## src/rtl/chacha20_poly1305_bus_master.sv

```systemverilog
// Register-bus initiator that sequences one ChaCha20-Poly1305 operation:
// key/nonce/data writes, init/next commands, bounded status polling, completion write, two result reads.
module chacha20_poly1305_bus_master #(
    parameter int unsigned POLL_LIMIT  = 1024,
    parameter logic [7:0]  INIT_GAP    = 8'd2,
    parameter int unsigned READY_BIT   = 0,
    parameter logic [7:0]  RESULT_BASE = 8'h40
) (
    input  logic         clk,
    input  logic         reset,
    input  logic         start,
    input  logic [255:0] key,
    input  logic [95:0]  nonce,
    input  logic [63:0]  data_in,
    output logic         busy,
    output logic         done,
    output logic         error,
    output logic [31:0]  status_out,
    output logic [63:0]  result,
    output logic         cs,
    output logic         we,
    output logic [7:0]   address,
    output logic [31:0]  write_data,
    input  logic [31:0]  read_data
);
    localparam int unsigned    CW        = $clog2(POLL_LIMIT + 1);
    localparam logic [CW-1:0]  CNT_LIMIT = CW'(POLL_LIMIT);
    localparam logic [CW-1:0]  CNT_MAX   = {CW{1'b1}};

    typedef enum logic [3:0] {
        IDLE, WR_KEY, WR_NONCE, WR_DATA, WR_INIT, GAP, WR_NEXT, POLL_REQ,
        POLL_WAIT, WR_DONE, RD0_REQ, RD0_WAIT, RD1_REQ, RD1_WAIT, FINISH
    } state_t;

    state_t          state_q, state_d;
    logic [7:0]      idx_q, idx_d;
    logic [255:0]    key_q, key_d;
    logic [95:0]     nonce_q, nonce_d;
    logic [63:0]     data_q, data_d;
    logic [CW-1:0]   poll_cnt_q, poll_cnt_d, cnt_inc_s;
    logic            error_q, error_d;
    logic [31:0]     status_q, status_d;
    logic [63:0]     result_q, result_d;
    logic            cs_q, cs_d, we_q, we_d, busy_q, busy_d, done_q, done_d;
    logic [7:0]      addr_q, addr_d;
    logic [31:0]     wdata_q, wdata_d;

    function automatic logic [31:0] nonce_word(input logic [95:0] n, input logic [1:0] i);
        case (i)
            2'd0:    return n[31:0];
            2'd1:    return n[63:32];
            2'd2:    return n[95:64];
            default: return 32'h0;
        endcase
    endfunction

    assign cnt_inc_s = (poll_cnt_q == CNT_MAX) ? poll_cnt_q : poll_cnt_q + CW'(1);

    // Sequencer next state and captured data.
    always_comb begin
        state_d    = state_q;
        idx_d      = idx_q;
        key_d      = key_q;
        nonce_d    = nonce_q;
        data_d     = data_q;
        poll_cnt_d = poll_cnt_q;
        error_d    = error_q;
        status_d   = status_q;
        result_d   = result_q;
        case (state_q)
            IDLE: begin
                if (start) begin
                    key_d      = key;
                    nonce_d    = nonce;
                    data_d     = data_in;
                    error_d    = 1'b0;
                    poll_cnt_d = '0;
                    idx_d      = 8'd0;
                    state_d    = WR_KEY;
                end else begin
                    state_d = IDLE;
                end
            end
            WR_KEY: begin
                if (idx_q == 8'd7) begin
                    idx_d   = 8'd0;
                    state_d = WR_NONCE;
                end else begin
                    idx_d = idx_q + 8'd1;
                end
            end
            WR_NONCE: begin
                if (idx_q == 8'd2) begin
                    idx_d   = 8'd0;
                    state_d = WR_DATA;
                end else begin
                    idx_d = idx_q + 8'd1;
                end
            end
            WR_DATA: begin
                if (idx_q == 8'd1) begin
                    idx_d   = 8'd0;
                    state_d = WR_INIT;
                end else begin
                    idx_d = idx_q + 8'd1;
                end
            end
            WR_INIT: begin
                idx_d = 8'd0;
                if (INIT_GAP == 8'd0) begin
                    state_d = WR_NEXT;
                end else begin
                    state_d = GAP;
                end
            end
            GAP: begin
                if (idx_q == INIT_GAP - 8'd1) begin
                    state_d = WR_NEXT;
                end else begin
                    idx_d = idx_q + 8'd1;
                end
            end
            WR_NEXT:  state_d = POLL_REQ;
            POLL_REQ: state_d = POLL_WAIT;
            POLL_WAIT: begin
                status_d   = read_data;
                poll_cnt_d = cnt_inc_s;
                if (read_data[READY_BIT]) begin
                    state_d = WR_DONE;
                end else if (cnt_inc_s == CNT_LIMIT) begin
                    error_d = 1'b1;
                    state_d = FINISH;
                end else begin
                    state_d = POLL_REQ;
                end
            end
            WR_DONE:  state_d = RD0_REQ;
            RD0_REQ:  state_d = RD0_WAIT;
            RD0_WAIT: begin
                result_d[31:0] = read_data;
                state_d        = RD1_REQ;
            end
            RD1_REQ:  state_d = RD1_WAIT;
            RD1_WAIT: begin
                result_d[63:32] = read_data;
                state_d         = FINISH;
            end
            FINISH:   state_d = IDLE;
            default:  state_d = IDLE;
        endcase
    end

    // Bus outputs are decoded from the upcoming state so they register in step with it.
    always_comb begin
        cs_d    = 1'b0;
        we_d    = 1'b0;
        addr_d  = addr_q;
        wdata_d = wdata_q;
        busy_d  = (state_d != IDLE) && (state_d != FINISH);
        done_d  = (state_d == FINISH);
        case (state_d)
            WR_KEY: begin
                cs_d = 1'b1; we_d = 1'b1;
                addr_d  = 8'h10 + idx_d;
                wdata_d = key_d[{idx_d[2:0], 5'd0} +: 32];
            end
            WR_NONCE: begin
                cs_d = 1'b1; we_d = 1'b1;
                addr_d  = 8'h20 + idx_d;
                wdata_d = nonce_word(nonce_d, idx_d[1:0]);
            end
            WR_DATA: begin
                cs_d = 1'b1; we_d = 1'b1;
                addr_d  = 8'h30 + idx_d;
                wdata_d = idx_d[0] ? data_d[63:32] : data_d[31:0];
            end
            WR_INIT: begin cs_d = 1'b1; we_d = 1'b1; addr_d = 8'h08; wdata_d = 32'h1; end
            WR_NEXT: begin cs_d = 1'b1; we_d = 1'b1; addr_d = 8'h08; wdata_d = 32'h2; end
            WR_DONE: begin cs_d = 1'b1; we_d = 1'b1; addr_d = 8'h08; wdata_d = 32'h4; end
            POLL_REQ: begin cs_d = 1'b1; addr_d = 8'h09; end
            RD0_REQ:  begin cs_d = 1'b1; addr_d = RESULT_BASE; end
            RD1_REQ:  begin cs_d = 1'b1; addr_d = RESULT_BASE + 8'd1; end
            default: begin
                cs_d = 1'b0;
            end
        endcase
    end

    // State, captured data and registered outputs.
    always_ff @(posedge clk or posedge reset) begin
        if (reset) begin
            state_q    <= IDLE;
            idx_q      <= 8'd0;
            key_q      <= 256'd0;
            nonce_q    <= 96'd0;
            data_q     <= 64'd0;
            poll_cnt_q <= '0;
            error_q    <= 1'b0;
            status_q   <= 32'd0;
            result_q   <= 64'd0;
            cs_q       <= 1'b0;
            we_q       <= 1'b0;
            addr_q     <= 8'd0;
            wdata_q    <= 32'd0;
            busy_q     <= 1'b0;
            done_q     <= 1'b0;
        end else begin
            state_q    <= state_d;
            idx_q      <= idx_d;
            key_q      <= key_d;
            nonce_q    <= nonce_d;
            data_q     <= data_d;
            poll_cnt_q <= poll_cnt_d;
            error_q    <= error_d;
            status_q   <= status_d;
            result_q   <= result_d;
            cs_q       <= cs_d;
            we_q       <= we_d;
            addr_q     <= addr_d;
            wdata_q    <= wdata_d;
            busy_q     <= busy_d;
            done_q     <= done_d;
        end
    end

    assign cs         = cs_q;
    assign we         = we_q;
    assign address    = addr_q;
    assign write_data = wdata_q;
    assign busy       = busy_q;
    assign done       = done_q;
    assign error      = error_q;
    assign status_out = status_q;
    assign result     = result_q;
endmodule

```

## config.mk

```make
export PLATFORM = sky130hd
export DESIGN_NAME = chacha20_poly1305_bus_master
export DESIGN_NICKNAME = d
export VERILOG_FILES = /design/src/rtl/chacha20_poly1305_bus_master.sv
export SDC_FILE = /design/constraint.sdc
export NUM_CORES = 2
export LEC_CHECK = 0
export ABC_CLOCK_PERIOD_IN_PS = 28800
export BUFFER_PORTS_ARGS = -buffer_cell sky130_fd_sc_hd__buf_4
export CORE_AREA = 2 2 229 231
export CTS_BUF_LIST = sky130_fd_sc_hd__clkbuf_2
export DETAILED_ROUTE_END_ITERATION = 8
export DIE_AREA = 0 0 231 233
export GPL_TIMING_DRIVEN = 0
export PLACE_DENSITY = 0.8
export SLEW_MARGIN = 20
export SYNTH_ARGS = -nofsm -noshare
export SYNTH_HDL_FRONTEND = slang
export SYNTH_SLANG_ARGS = --single-unit
```

## constraint.sdc

```tcl
create_clock -name clk -period 28.8 [get_ports clk]
set_input_delay 8.64 -clock clk [delete_from_list [all_inputs] [get_ports clk]]
set_output_delay 8.64 -clock clk [all_outputs]
set_load 0.02 [all_outputs]
```

* After elaboration in Yosys (flattened, before gate mapping)
Cells that the tools add are included.
Word-level totals: bits of input ports 451, bits in registers 580
Operators by class: shifts and indexed selects 1, reductions and logical operators 12, eq/ne operators 34, $add $sub $neg 5, muxes and demuxes 33
Operators by type and width (count):
- $mux W256 | 2
- $shiftx A256 B9 Y32 | 1
- $mux W96 | 2
- $pmux W32 S6 | 1
- $mux W64 | 2
- $pmux W32 S3 | 1
- $pmux W4 S14 | 1
- $pmux W8 S7 | 1
- $pmux W8 S6 | 1
- $eq A4 B4 Y1 const B | 10
- $mux W8 | 5
- $mux W32 | 1
- $eq A4 B3 Y1 const B | 7
- $mux W4 | 6
- $eq A11 B11 Y1 const B | 2
- $mux W11 | 2
- $pmux W11 S2 | 1
- $add A6 B8 Y8 const A | 2
- $eq A4 B2 Y1 const B | 4
- $add A11 B1 Y11 const B | 1
- $reduce_or A9 Y1 | 1
- $add A5 B8 Y8 const A | 1
- $add A8 B1 Y8 const B | 1
- $eq A4 B1 Y1 const B | 2
- 20 further kinds | 27

* Longest topological paths before layout
depth in word-level cells 9, depth in mapped cells 16, mapped depth without buffers 14

* Worst setup path after synthesis
No wires, ideal clock.
path kind input port to flip-flop, start point in read_data[0], end point reg addr_q[7] (netlist: address[7]), setup slack 17.768 ns, library setup time 0.095 ns, stages 13, buffers on the path 2, data arrival time 10.937 ns, cells stage by stage o31a_1 -> o221ai_1 -> o311ai_1 -> o21ba_1 -> buf_2 -> nand2_1 -> clkbuf_1 -> inv_1 -> ha_1 -> or2_2 -> o211a_1 -> xnor2_1 -> o31ai_1
Between the ends: longest elaborated chain between the ends 5, elaborated cells on any way between the ends 14, classes of those cells 9 x eq/ne; 3 x mux; 2 x reduce/logical
RTL lines:
- start, declared | line 24 | input logic [31:0] read_data
- $mux W4 * | line 128 | if (read_data[READY_BIT]) begin
- $pmux W4 S14 * | line 70 | case (state_q)
- $eq A4 B4 Y1 or $eq A4 B3 Y1 (tied branches) | line 161 | case (state_d)
- $reduce_or A3 Y1 (no line)
- $pmux W8 S7 or $reduce_bool A7 Y1 (tied branches)
- end signal, assigned | line 219 | addr_q <= addr_d;
- end, declared | line 45 | logic [7:0] addr_q, addr_d;
Every way passes the cells marked *; elsewhere a longest branch is shown, timed or not. A chain may end at the register's enable or synchronous reset.

* Worst setup path in the final report
start point in start, end point reg wdata_q[17] (netlist: write_data[17])
Between the ends: elaborated cells on any way between the ends 24, classes of those cells 8 x eq/ne; 1 x shift; 13 x mux; 2 x reduce/logical
RTL lines:
- start, declared | line 11 | input logic start,
- $mux W256 | line 72 | if (start) begin
- $mux W256 | line 70
- net key_d[145] | line 37 | logic [255:0] key_q, key_d;
- $shiftx A256 B9 Y32 | line 165 | wdata_d = key_d[{idx_d[2:0], 5'd0} +: 32];
- $pmux W32 S6 | line 161
- end signal, assigned | line 220 | wdata_q <= wdata_d;
- end, declared | line 46 | logic [31:0] wdata_q, wdata_d;
The timed path passes the listed nets, and every way through them passes these cells.

==> results.ini <==
[global_routing]
antenna_found_initial=26
track_usage_pct=38.1
overflow=0
grt_pass1_vias=24967
grt_start_max_net_pins=113
grt_pass1_wl_um=151000

[setup_path]
worst_setup_path_end_kind=flop
slowest_stage=o311ai_0
cp_top_family=buffers and inverters
path_class=input pin to flop
path_buf_inv=6
cp_common_cell=buf_2
reg2reg_depth=14
startpoint_type=input pin
path_max_fanout=10
critical_path_cell_count=13
path_cells=buf_4 > and3_1 > buf_2 > clkbuf_1 > buf_2 > buf_2 > buf_2 > nand2_1 > nand2_1 > nor2_1 > o311ai_0 > a31oi_1 > mux2i_1
slowest_delay_ps=980
required_ps=30060
arrival_ps=12710

[clock_network]
clk_pin_slew_ps=90
cts_hold_buf=0
cts_buffers=148
cts_tree=done
cts_buffer_depth=3
cts_setup_buffers=0
clk_latency_ps=1360
ctsResizeCount=0
htreeDepth=4
cts_sinks=580
clockRootBuffer=clkbuf_2

[routing]
wl_per_cell_um=24.4
wl_met3_um=10900
viasPerCell=5.98
antenna_left=0
met2_wirelength_um=47100
drc_errors=0
via_count=25376
routed_wl_um=104000
wl_met1_um=40200
drtIter0Drc=2817
dr.pass1.iters=6
top_layer_used=met5

[outcome]
outcome=finished clean

[yosys]
syn-cell-area_sq_um=27400
synth_fp_nets=3154
ys_top_cells_by_area=dfrtp_1 53%, nand2_1 10%, mux2_2 9.8%
synth_cell_type_count=89
ys_warn_count=0
async_flop_share_pct=100
synth_top_family_by_area=simple AND/OR/NAND/NOR gates
seq_area_frac_synth_pct=53.0
synthAdderAreaFrac_pct=0.393
syn_avg_cell_area_sq_um=10.2
synth-seq-cells=580
synth-xor-area-share_pct=0.256
synth_top_cell_area_share_pct=53.0
synthMuxAreaShare_pct=14.6
synth_compound_area_share_pct=9.72
ys.flop_type=dfrtp_1
synthesis.instances=2695
yosys.area_share.simple_pct=17.5
synth-edff-count=0
yosysTopAreaCell=dfrtp_1

[job]
maxCapViolCount=0

[place]
dp.final_hpwl_um=78600
place.gp.congestion=0.960
numPortBuffers=591

[finish]
fin_util_pct=66.8
syn2layout_area_growth_pct=24.6
fillers=4136
layout-drive-gt1-share_pct=32.8
fin_nets=3900

[sta]
final.setup.tns_ps=0
setup_viol=0
report.final.slew_viol_count=0
hold_viol=0
fmax_ghz=0.0874
fin_skew_ps=102
fin_crit_sh_pct=39.7
max_slew_margin_pct=19.8
period_needed_ps=11440
hold_ws_ps=482
grt_setup_unrepaired=no
tightest_slew_ps=1190

[power_and_ir_drop]
peakVddDrop_mv=0.0666
p_comb_share_pct=59.0
switchingPower_uw=2210
power.leakage_uw=0.0170
clockPowerShare_pct=11.7
pwr-share-seq_pct=29.3
p_int_uw=2430
power.total_uw=4640
switching_share_pct=47.7
power_density_nw_per_um2=136

[die]
coreArea_sq_um=51100
die_w_um=231
fp.dieArea_sq_um=53800
die_height_um=233
initial_core_util_pct=53.6
num_rows=83
ios=592

[worst_hold_path]
hold_path_class=flop to flop
hold_depth=2

cell usage after synthesis (all sizes together) (8+ instances only):
library cell and count:
buf 82, o31a 31, nor4 58, dfrtp 580, o2111ai 30, nand2 765
nand3 17, o221ai 30, nor3 12, o21ai 22, nor2 92, and3 8
o311ai 30, and2 12, and4 31, o211ai 31, clkbuf 132, a31oi 96
mux2 238, nand2b 8, or3 61, inv 78, mux2i 132, a21oi 13
kinds of logic after synthesis:
group	after synthesis
muxes	370
adders and majority gates	8
and+or+nand+nor	1091
xor gates and xnor gates	8
AOI/OAI and AO/OA	346
buffers and inverters	292
DFF	580
routing by layer:
layer	track usage (%)	up-vias
met2	56.9	1695
li1	-	11010
met1	50.0	12356
met3	10.8	311
met4	21.5	4
met5	0	-
per-stage QoR:
| step | instance area, sq um | worst slack [ps] | std cells |
|---|---|---|---|
| after floorplan | 27400 | 3930 | 2695 |
| after global placement | 32700 | -1400 | 3966 |
| after detailed placement | 32800 | 16090 | 3971 |
| after CTS | 34100 | 17530 | 4219 |
| after global routing | 34100 | 17410 | 4246 |
| final | 34100 | 17360 | 4247 |
tightest hold or removal path, cell delays in order (launching register included):
cell and delay (ps):
dfrtp_1 350, nand2_1 50, nand2_1 50
flip-flops by register name (all words and copies together), names as in the netlist:
name        flops
poll_cnt_q     11
write_data     32
status_out     32
idx_q           8
address         8
we              1
result         64
done            1
busy            1
data_q         64
state_q         4
cs              1
nonce_q        96
key_q         256
error           1
layout by cell type, fill, tap and decap left out, types with 11 or more instances in the layout:
cell	instances
inv_2	11
o211ai_1	31
clkbuf_1	130
o21ai_0	15
clkbuf_2	212
nor2_1	92
o311ai_0	25
nand2_1	763
dfrtp_1	580
mux2_2	238
o31a_1	30
or3_1	61
nor4_1	58
a21oi_1	12
o221ai_1	30
mux2i_1	132
buf_1	17
a31oi_1	96
diode_2	28
clkinv_1	23
and2_1	12
buf_2	56
inv_1	71
o2111ai_1	29
buf_4	595
nand3_1	16
and4_1	31
cell type report:
class                           count  area, sq um  share of cell area [%]
Multi-Input combinational cell   1823        11700                    34.2
Sequential cell                   580        14500                    42.5
Timing Repair Buffer              596         4570                    13.4
Tap cell                          680          851                    2.49
Antenna cell                       28         70.1                   0.205
Clock buffer                      211         1060                    3.09
Clock inverter                     37          171                   0.502
Buffer                            214          937                    2.75
Inverter                           78          300                   0.880
power groups by stage:
stage	sequential (uW)	clock [uW]	combinational, uW
finish	1360	543	2740
global route	1390	593	2880
CTS	1350	548	2660
detailed placement	1370	0	2650
global placement	1360	0	2570
floorplan	1450	0	1600
worst paths after layout:
| path | from | endpoint | slack [ps] |
|---|---|---|---|
| setup / recovery | start | write_data[17] | 17360 |
| hold reg to reg | status_out[23] | status_out[23] | 480 |
| setup reg to reg | state_q[3] | write_data[17] | 23790 |
| min in group asynchronous | reset | key_q[199] | 7420 |
| hold / removal | status_out[23] | status_out[23] | 480 |
| max in group asynchronous | reset | nonce_q[47] | 19510 |
Power figures use the tool's default switching activity.
